===== config.mk =====
export PLATFORM = sky130hd
export DESIGN_NAME = doodle_gait_sequencer
export DESIGN_NICKNAME = d
export VERILOG_FILES = /design/src/rtl/doodle_gait_sequencer.sv
export SDC_FILE = /design/constraint.sdc
export NUM_CORES = 1
export LEC_CHECK = 0
export ABC_AREA = 1
export CAP_MARGIN = 5
export CORE_ASPECT_RATIO = 1.1
export CORE_MARGIN = 1
export CORE_UTILIZATION = 50
export DETAILED_ROUTE_END_ITERATION = 10
export PLACE_DENSITY = 0.68
export SETUP_SLACK_MARGIN = 0.15
export SYNTH_ARGS = -nofsm -noshare
export SYNTH_HDL_FRONTEND = slang
export SYNTH_SLANG_ARGS = --single-unit
export TNS_END_PERCENT = 5

===== constraint.sdc =====
create_clock -name clk_i -period 2.2 [get_ports clk_i]
set_input_delay 0.66 -clock clk_i [delete_from_list [all_inputs] [get_ports clk_i]]
set_output_delay 0.66 -clock clk_i [all_outputs]
set_load 0.005 [all_outputs]

===== src/rtl/doodle_gait_sequencer.sv =====
// doodle_gait_sequencer: walking-gait controller for the doodle robot.
// Holds off for calibration after reset, steps the shared leg-ROM address
// at a fixed rate, and picks the gait table from the IR sensors at
// gait-cycle boundaries. Falls into a spin search when the line is lost.
module doodle_gait_sequencer #(
    parameter int STEP_TICKS  = 600000,
    parameter int INIT_TICKS  = 20000000,
    parameter int STEPS       = 16,
    parameter int LOST_CYCLES = 4
) (
    input  logic       clk_i,
    input  logic       rst_ni,
    input  logic       run_i,
    input  logic       l_ir_i,
    input  logic       r_ir_i,
    output logic [7:0] addr_o,
    output logic       l_en_o,
    output logic       r_en_o,
    output logic       c_en_o,
    output logic       step_tick_o,
    output logic [1:0] state_o
);

    typedef enum logic [1:0] {
        S_INIT   = 2'd0,
        S_IDLE   = 2'd1,
        S_WALK   = 2'd2,
        S_SEARCH = 2'd3
    } state_e;

    localparam logic [1:0] G_FWD  = 2'd0;
    localparam logic [1:0] G_TL   = 2'd1;
    localparam logic [1:0] G_TR   = 2'd2;
    localparam logic [1:0] G_SPIN = 2'd3;

    localparam int IW = (INIT_TICKS > 1) ? $clog2(INIT_TICKS) : 1;
    localparam int PW = (STEP_TICKS > 1) ? $clog2(STEP_TICKS) : 1;
    localparam int LW = $clog2(LOST_CYCLES + 1);

    localparam logic [IW-1:0] INIT_LAST = IW'(INIT_TICKS - 1);
    localparam logic [PW-1:0] PRE_LAST  = PW'(STEP_TICKS - 1);
    localparam logic [5:0]    STEP_LAST = 6'(STEPS - 1);
    localparam logic [LW-1:0] LOST_MAX  = LW'(LOST_CYCLES);

    state_e        state_q, state_d;
    logic [IW-1:0] init_q, init_d;
    logic [PW-1:0] pre_q, pre_d;
    logic [5:0]    step_q, step_d;
    logic [1:0]    gait_q, gait_d;
    logic [LW-1:0] lost_q, lost_d;
    logic          tick_q, tick_d;

    logic          sens_lost;
    logic [1:0]    sens_gait;
    logic [LW-1:0] lost_inc;
    logic          active;

    // Sensor decode; a lost line maps to FWD so IDLE->WALK has a sane default.
    always_comb begin
        sens_lost = ~l_ir_i & ~r_ir_i;
        if (l_ir_i && r_ir_i) sens_gait = G_FWD;
        else if (l_ir_i)      sens_gait = G_TL;
        else if (r_ir_i)      sens_gait = G_TR;
        else                  sens_gait = G_FWD;
    end

    // State and datapath registers, all cleared asynchronously.
    always_ff @(posedge clk_i or negedge rst_ni) begin
        if (!rst_ni) begin
            state_q <= S_INIT;
            init_q  <= '0;
            pre_q   <= '0;
            step_q  <= '0;
            gait_q  <= G_FWD;
            lost_q  <= '0;
            tick_q  <= 1'b0;
        end else begin
            state_q <= state_d;
            init_q  <= init_d;
            pre_q   <= pre_d;
            step_q  <= step_d;
            gait_q  <= gait_d;
            lost_q  <= lost_d;
            tick_q  <= tick_d;
        end
    end

    // Next-state logic: calibration hold, prescaler/step counter, gait choice.
    always_comb begin
        state_d  = state_q;
        init_d   = init_q;
        pre_d    = pre_q;
        step_d   = step_q;
        gait_d   = gait_q;
        lost_d   = lost_q;
        tick_d   = 1'b0;
        lost_inc = lost_q + LW'(1);

        case (state_q)
            S_INIT: begin
                if (init_q == INIT_LAST) begin
                    state_d = S_IDLE;
                    init_d  = '0;
                end else begin
                    init_d = init_q + IW'(1);
                end
            end

            S_IDLE: begin
                pre_d  = '0;
                step_d = '0;
                lost_d = '0;
                gait_d = G_FWD;
                if (run_i) begin
                    state_d = S_WALK;
                    gait_d  = sens_gait;
                end
            end

            default: begin // S_WALK, S_SEARCH
                if (!run_i) begin
                    // Parking beats any boundary on the same edge.
                    state_d = S_IDLE;
                    pre_d   = '0;
                    step_d  = '0;
                    gait_d  = G_FWD;
                    lost_d  = '0;
                end else if (pre_q == PRE_LAST) begin
                    pre_d  = '0;
                    tick_d = 1'b1;
                    if (step_q == STEP_LAST) begin
                        // Gait-cycle boundary: the only place sensors matter.
                        step_d = '0;
                        if (state_q == S_WALK) begin
                            if (!sens_lost) begin
                                gait_d = sens_gait;
                                lost_d = '0;
                            end else if (lost_inc >= LOST_MAX) begin
                                state_d = S_SEARCH;
                                gait_d  = G_SPIN;
                                lost_d  = '0;
                            end else begin
                                lost_d = lost_inc;
                            end
                        end else if (!sens_lost) begin
                            state_d = S_WALK;
                            gait_d  = sens_gait;
                            lost_d  = '0;
                        end
                    end else begin
                        step_d = step_q + 6'd1;
                    end
                end else begin
                    pre_d = pre_q + PW'(1);
                end
            end
        endcase
    end

    // Outputs decode only registered state; no input reaches them combinationally.
    always_comb begin
        active      = (state_q == S_WALK) || (state_q == S_SEARCH);
        addr_o      = {gait_q, step_q};
        l_en_o      = active && (gait_q != G_TR);
        r_en_o      = active && (gait_q != G_TL);
        c_en_o      = active;
        step_tick_o = tick_q;
        state_o     = state_q;
    end

endmodule


==> Flow_metrics.wiki, run 1 <==
{| class="wikitable"
! Metric !! Value
|-
| Hold Buf Count CTS || 0
|-
| Tot GR Track Use || 23.6%
|-
| Post-Syn Instances || 527
|-
| Leakage power total || 0.00215 uW
|-
| Hold slack final || 221 ps
|-
| Maximum number of pins on one net before global-route repair || 38
|-
| GR Overflow Total || 0
|-
| Floorplan die height || 92.9 um
|-
| Synthesis-stage register bit count || 59
|-
| Final setup vio count || 0
|-
| VDD IR max || 0.389 mV
|-
| Required time worst endpoint || 1540 ps
|-
| Final WL || 8470 um
|-
| Power per cell area || 512 nW/um2
|-
| Vias in the first global route || 3236
|-
| Most frequently used flop master after synthesis || sky130_fd_sc_hd__dfrtp_1
|-
| Number of hold violations in the final report || 0
|-
| Period minus WS final || 2050 ps
|-
| Global-route wire length before repair || 14700 um
|-
| Count of vias placed by the detailed router || 3470
|-
| Detailed router's first-iteration violation count || 172
|-
| Row count || 32
|-
| Count of flip-flops with a built-in enable after synthesis || 0
|-
| First-pass DRT Iterations || 4
|-
| Number of buffer cells added on primary ports || 18
|-
| Worst Setup End Kind || output port
|-
| Chip width || 84.6 um
|-
| Crit Path Category || flip-flop to output port
|-
| Fin Clk Skew || 7.37 ps
|-
| Deepest clock path buffer count || 2
|-
| Maximum level of the CTS H-tree || 3
|-
| Post-DRT Antenna Nets || 0
|-
| Max-slew violation count || 0
|-
| Leading cell types in the layout, fill and taps excluded || 142 x sky130_fd_sc_hd__nand2_1, 72 x sky130_fd_sc_hd__inv_1, 58 x sky130_fd_sc_hd__dfrtp_1
|-
| Most frequent standard cell in the layout excluding fill and tap cells || sky130_fd_sc_hd__nand2_1
|-
| Yosys warnings || 0
|-
| Final Instance Area || 4350 um2
|-
| Instance area at placement || 4100 um2
|-
| Maximum fanout count along the critical path || 4
|-
| DPL Wire Length || 6250 um
|-
| Sink Count || 59
|-
| Critical path arrival || 1390 ps
|-
| Netlist area before placement || 3760 um2
|-
| CTS root buf || sky130_fd_sc_hd__clkbuf_8
|-
| Total core area || 7130 um2
|-
| Area of the die || 7860 um2
|-
| CP peak stage delay || 440 ps
|-
| Min-Delay Path Class || primary input to asynchronous set/reset pin
|-
| Status || finished, final reports clean
|-
| Final-layout setup total negative slack || 0 ps
|-
| WL/cell || 13.1 um
|-
| Kind of start point of the critical path || flip-flop
|-
| Nets in the synthesized netlist || 540
|-
| CTS tree || done
|-
| Series of cell instances along the critical path || ha_2 -> nor2_4 -> nor2_1 -> dlygate4sd2_1
|-
| Ports || 19
|-
| Period utilization || 93.2%
|-
| Layout overhead on the synthesized area || 15.7%
|-
| Syn_area_per_cell || 7.13 um2
|-
| Clock insertion delay at the later pin of the skew report || 340 ps
|-
| Max transition margin || 76.3%
|-
| Final Net Count || 571
|-
| Via density per instance || 5.35
|-
| Proportion of register bits with asynchronous set or reset after synthesis || 100%
|-
| Setup repair after global routing missed its margin || true
|-
| Cts bufs inserted || 9
|-
| Number of maximum-capacitance violations || 0
|-
| Register area share after synthesis || 39.3%
|-
| Slowest CP cell || sky130_fd_sc_hd__dfrtp_2
|-
| Antenna diode instance count || 0
|-
| Share of post-route cells with drive strength above 1 || 10.8%
|-
| Antenna violations before repair || 0
|-
| Final GP Congestion || 0.895
|-
| Measured slew at the worst slew-check pin || 352 ps
|-
| Initial Util || 52.7%
|-
| Number of remaining DRC errors || 0
|-
| Library cells used by synthesis || 36
|-
| Clock input transition at the sequential cells of the worst setup and hold paths || 70 ps
|-
| Achievable frequency || 488 MHz
|}
[routing by layer]
layer,global-route usage [%],vias to the layer above,part of all wire [%]
met3,3.21,17,3.4
li1,-,1750,-
met4,11.3,0,2.4
met2,39.9,74,48
met5,0,-,0
met1,29.9,1629,46
[cell type report]
cell class / count / area, um2
clock buffer: 11 / 131
clock inverter: 5 / 77.6
fill: 658 / 2780
inverter: 80 / 303
multi-input combinational: 380 / 1970
sequential: 59 / 1480
tap: 85 / 106
timing repair buffer: 28 / 285
[worst max-delay path, delay by kind of cell (launching register included)]
kind,cells,cell delay (ps)
and+or+nand+nor,2,140
buffers and inverters,1,260
adders and majority gates,1,210
DFF,1,440
[per-stage QoR]
| step | setup WS, ps | power [uW] | util (%) | cells |
|---|---|---|---|---|
| after CTS | 130 | 2240 | 60.8 | 648 |
| after global routing | 97.2 | 2300 | 61.0 | 648 |
| after detailed placement | 73.1 | 1170 | 57.5 | 631 |
| final | 149 | 2220 | 61.0 | 648 |
| after global placement | 134 | 1170 | 57.5 | 631 |
| after floorplan | 573 | 1120 | - | 527 |
[cells in the mapped netlist, types with 7 or more instances]
| master | n | area (um2) |
|---|---|---|
| sky130_fd_sc_hd__xor2_1 | 19 | 166 |
| sky130_fd_sc_hd__ha_1 | 8 | 100 |
| sky130_fd_sc_hd__nor2_1 | 54 | 203 |
| sky130_fd_sc_hd__nand3_1 | 47 | 235 |
| sky130_fd_sc_hd__nor3_1 | 18 | 90.1 |
| sky130_fd_sc_hd__dfrtp_1 | 59 | 1480 |
| sky130_fd_sc_hd__nand4_1 | 15 | 93.8 |
| sky130_fd_sc_hd__inv_1 | 73 | 274 |
| sky130_fd_sc_hd__o21ai_0 | 18 | 90.1 |
| sky130_fd_sc_hd__a21oi_1 | 7 | 35.0 |
| sky130_fd_sc_hd__nand2_1 | 142 | 533 |
| sky130_fd_sc_hd__o22ai_1 | 7 | 43.8 |
[flip-flops by register name (all words and copies together), names as in the netlist]
name	count
gait_q	2
init_q	25
lost_q	3
pre_q	20
state_o	2
step_q	6
step_tick_o	1
[where the power goes]
part           total (uW)  leakage [uW]  internal, uW  switching [uW]
Combinational        59.1       0.00133          20.3            38.9
Clock                1080      0.000103           635             444
Sequential           1090      0.000712          1090           0.848
[worst paths after layout]
check | slack, ps | depth (start not counted) | endpoint | from
worst max-delay path | 150 | 4 | l_en_o | state_o[1]$_DFFE_PN0P_
worst min-delay path | 220 | 1 | init_q[23]$_DFFE_PN0N_ | rst_ni
worst max register to register | 280 | 8 | init_q[24]$_DFFE_PN0N_ | state_o[1]$_DFFE_PN0P_
worst min register to register | 480 | 2 | lost_q[1]$_DFFE_PN0P_ | lost_q[1]$_DFFE_PN0P_
max in group asynchronous | 1520 | 2 | step_q[0]$_DFFE_PN0P_ | rst_ni
min in group clk_i | 480 | 2 | lost_q[1]$_DFFE_PN0P_ | lost_q[1]$_DFFE_PN0P_
[kinds of logic after synthesis]
kind of cell             after synthesis  share of synthesized area [%]
AO/OA/AOI/OAI                         43                           6.43
XOR/XNOR                              22                           5.13
adder cells (fa/ha/maj)                8                           2.66
buffers and inverters                 88                           9.13
flip-flops                            59                           39.3
AND/OR/NAND/NOR                      307                           37.3
[repair_timing]
action                                  CTS  global route
gates cloned                              0             0
buffers inserted                          1             0
pin swaps                                 2             0
gates resized for setup                  10             4
endpoints found under the hold margin     0             0
endpoints found under the setup margin    3            17
(Power assumes the default switching activity.)
==> inputs of run 2 (changes only) <==
--- a/config.mk
+++ b/config.mk
@@ -9,9 +9,9 @@
 export CAP_MARGIN = 5
 export CORE_ASPECT_RATIO = 1.1
 export CORE_MARGIN = 1
-export CORE_UTILIZATION = 50
+export CORE_UTILIZATION = 30
 export DETAILED_ROUTE_END_ITERATION = 10
-export PLACE_DENSITY = 0.68
+export GPL_ROUTABILITY_DRIVEN = 0
 export SETUP_SLACK_MARGIN = 0.15
 export SYNTH_ARGS = -nofsm -noshare
 export SYNTH_HDL_FRONTEND = slang
==> run 2 against run 1 <==
  * Clock power up 43%
  * Power up 21%
  * Non-clock buffer count up 3
  * Sequential cell count unchanged
  * Maximum frequency up 1.1%
  * Worst setup slack better by 21 ps
==> Flow_metrics.wiki, run 2 (synthesis gave the netlist of run 1 again) <==
{| class="wikitable"
! Metric !! Value
|-
| WL/cell || 12.6 um (-3.7%)
|-
| Critical path arrival || 1370 ps (-20 ps)
|-
| Post-DRT Antenna Nets || 0 (unchanged)
|-
| Antenna violations before repair || 0 (unchanged)
|-
| Fin Clk Skew || 11.2 ps (+3.85 ps)
|-
| Layout overhead on the synthesized area || 21.6%
|-
| Final Net Count || 574 (+0.53%)
|-
| Vias in the first global route || 3446 (+6.5%)
|-
| Count of non-filler cells in the finished layout || 720 (+11%)
|-
| Via density per instance || 4.78 (-11%)
|-
| Total core area || 12100 um2 (+70%)
|-
| Initial Util || 30.9% (-22 points)
|-
| Achievable frequency || 493 MHz (+1.1%)
|-
| R2R setup slack || 260 ps (-20 ps)
|-
| Worst r2r src || state_o[0]$_DFFE_PN0P_
|-
| Antenna diode instance count || 0 (unchanged)
|-
| CTS root buf || sky130_fd_sc_hd__clkbuf_16
|-
| Number of hold violations in the final report || 0 (unchanged)
|-
| Clock insertion delay at the later pin of the skew report || 340 ps (about the same)
|-
| Worst setup timing slack at the placement stage || 128 ps (+54.9 ps)
|-
| Detailed router's first-iteration violation count || 159 (-7.6%)
|-
| First-pass DRT Iterations || 4 (unchanged)
|-
| Final-layout setup total negative slack || 0 ps (unchanged)
|-
| Ports || 19 (unchanged)
|-
| VDD IR max || 0.393 mV (+1.1%)
|-
| Tot GR Track Use || 15.5% (-8.1 points)
|-
| Power per cell area || 589 nW/um2 (+15%)
|-
| DPL Wire Length || 6550 um (+4.8%)
|-
| Deepest clock path buffer count || 2 (unchanged)
|-
| Placed cell count || 699 (+11%)
|-
| Maximum level of the CTS H-tree || 3 (unchanged)
|-
| Fillcell total || 1253 (+90%)
|-
| Cell count of the worst reg-to-reg path || 9 (+1)
|-
| Max-slew violation count || 0 (unchanged)
|-
| Setup repair after global routing missed its margin || true
|-
| Share of post-route cells with drive strength above 1 || 12.4% (+1.5 points)
|-
| Status || finished, final reports clean
|-
| CTS tree || done
|-
| Count of vias placed by the detailed router || 3443 (-0.78%)
|-
| Number of maximum-capacitance violations || 0 (unchanged)
|-
| Series of cell instances along the critical path || ha_4 -> nor2_4 -> inv_1 -> dlygate4sd2_1
|-
| Chip width || 109 um (+28%)
|-
| Period utilization || 92.2% (-0.98 points)
|-
| Sink Count || 59 (unchanged)
|-
| Max transition margin || 70.5% (-5.9 points)
|-
| Leakage power total || 0.00221 uW (+2.7%)
|-
| Critical R2R Capture || pre_q[8]$_DFFE_PN0P_
|-
| Slowest CP cell || sky130_fd_sc_hd__dfrtp_2
|-
| Min-Delay Path Class || primary input to asynchronous set/reset pin
|-
| Maximum fanout count along the critical path || 4 (unchanged)
|-
| Clock input transition at the sequential cells of the worst setup and hold paths || 60 ps (about the same)
|-
| Hold slack final || 248 ps (+26.6 ps)
|-
| Registers with the most flip-flops || init_q: 25 flops, pre_q: 20 flops, step_q: 6 flops
|-
| Final WL || 9060 um (+7.0%)
|-
| Period minus WS final || 2030 ps (-21.5 ps)
|-
| Kind of start point of the critical path || flip-flop
|-
| CP peak stage delay || 450 ps (about the same)
|-
| Hold Buf Count CTS || 0 (unchanged)
|-
| Number of remaining DRC errors || 0 (unchanged)
|-
| Leading cell types in the layout, fill and taps excluded || 142 x sky130_fd_sc_hd__nand2_1, 72 x sky130_fd_sc_hd__inv_1, 57 x sky130_fd_sc_hd__dfrtp_1
|-
| Row count || 42 (+31%)
|-
| Maximum number of pins on one net before global-route repair || 38 (unchanged)
|-
| Area of the die || 13000 um2 (+65%)
|-
| Largest register FFs || 25 (unchanged)
|-
| Crit Path Category || flip-flop to output port
|-
| Instance area at placement || 4150 um2 (+1.3%)
|-
| Most frequent standard cell in the layout excluding fill and tap cells || sky130_fd_sc_hd__nand2_1
|-
| Number of buffer cells added on primary ports || 18 (unchanged)
|-
| Required time worst endpoint || 1540 ps (about the same)
|-
| Final Instance Area || 4570 um2 (+5.1%)
|-
| Global-route wire length before repair || 15700 um (+7.1%)
|-
| Measured slew at the worst slew-check pin || 439 ps (+87.1 ps)
|-
| Worst Setup End Kind || output port
|-
| Setup slack of the critical path after layout || 171 ps (+21.5 ps)
|-
| GR Overflow Total || 0 (unchanged)
|-
| Floorplan die height || 119 um (+28%)
|-
| Cts bufs inserted || 9 (unchanged)
|-
| Final setup vio count || 0 (unchanged)
|-
| Most flop-heavy register || init_q
|}
-- run 2: repair_timing --
item	CTS	global route
setup endpoints to repair	3	29
buffers inserted	3	2
gates resized for setup	11	12
pin swaps	1	2
-- run 2: how the worst max path moves through the flow --
stage,cells past startpoint,from,slack (ps),end
floorplan,7,state_o[1]$_DFFE_PN0P_,570,init_q[24]$_DFFE_PN0N_
global placement,5,state_o[0]$_DFFE_PN0P_,160,l_en_o
detailed placement,7,run_i,130,pre_q[11]$_DFFE_PN0P_
CTS,5,state_o[0]$_DFFE_PN0P_,130,c_en_o
global route,8,state_o[1]$_DFFE_PN0P_,80,init_q[24]$_DFFE_PN0N_
finish,4,state_o[1]$_DFFE_PN0P_,170,c_en_o
-- run 2: worst max-delay path, delay by kind of cell, from the launching register on --
family,cells,cell delay (ps)
flops,1,450
buf+inv,2,290
fa+ha+maj,1,180
simple gates,1,110
-- run 2: power breakdown --
group	switching [uW]	internal, uW	leakage (uW)	total, uW
clock network	522	1020	0.000163	1540
registers	1.04	1090	0.000710	1090
logic	38.8	17.9	0.00133	56.7
-- run 2: area by class of cell --
class	count	area, um2	area share (%)
inverters	80	303	6.63
well taps	154	193	4.22
repair buffers	31	287	6.27
multi-input cells	380	1980	43.4
clock buffers	10	239	5.23
flip-flops and latches	59	1480	32.4
clock inverters	6	87.6	1.92
-- run 2: per-stage QoR --
step           utilization (%)  power, uW
6_report                  37.6       2690
5_1_grt                   37.6       2790
4_1_cts                   37.3       2740
3_5_place_dp              34.2       1170
3_3_place_gp              34.2       1170
2_1_floorplan                -       1120
-- run 2: per-layer routing --
metal	share of wire (%)	wire length [um]	vias to the layer above	global-route usage, %
li1	-	-	1754	-
met1	45	4100	1613	18.9
met2	49	4410	59	25.4
met3	3.5	319	17	3.94
met4	2.6	235	0	7.01
met5	0	0	-	0
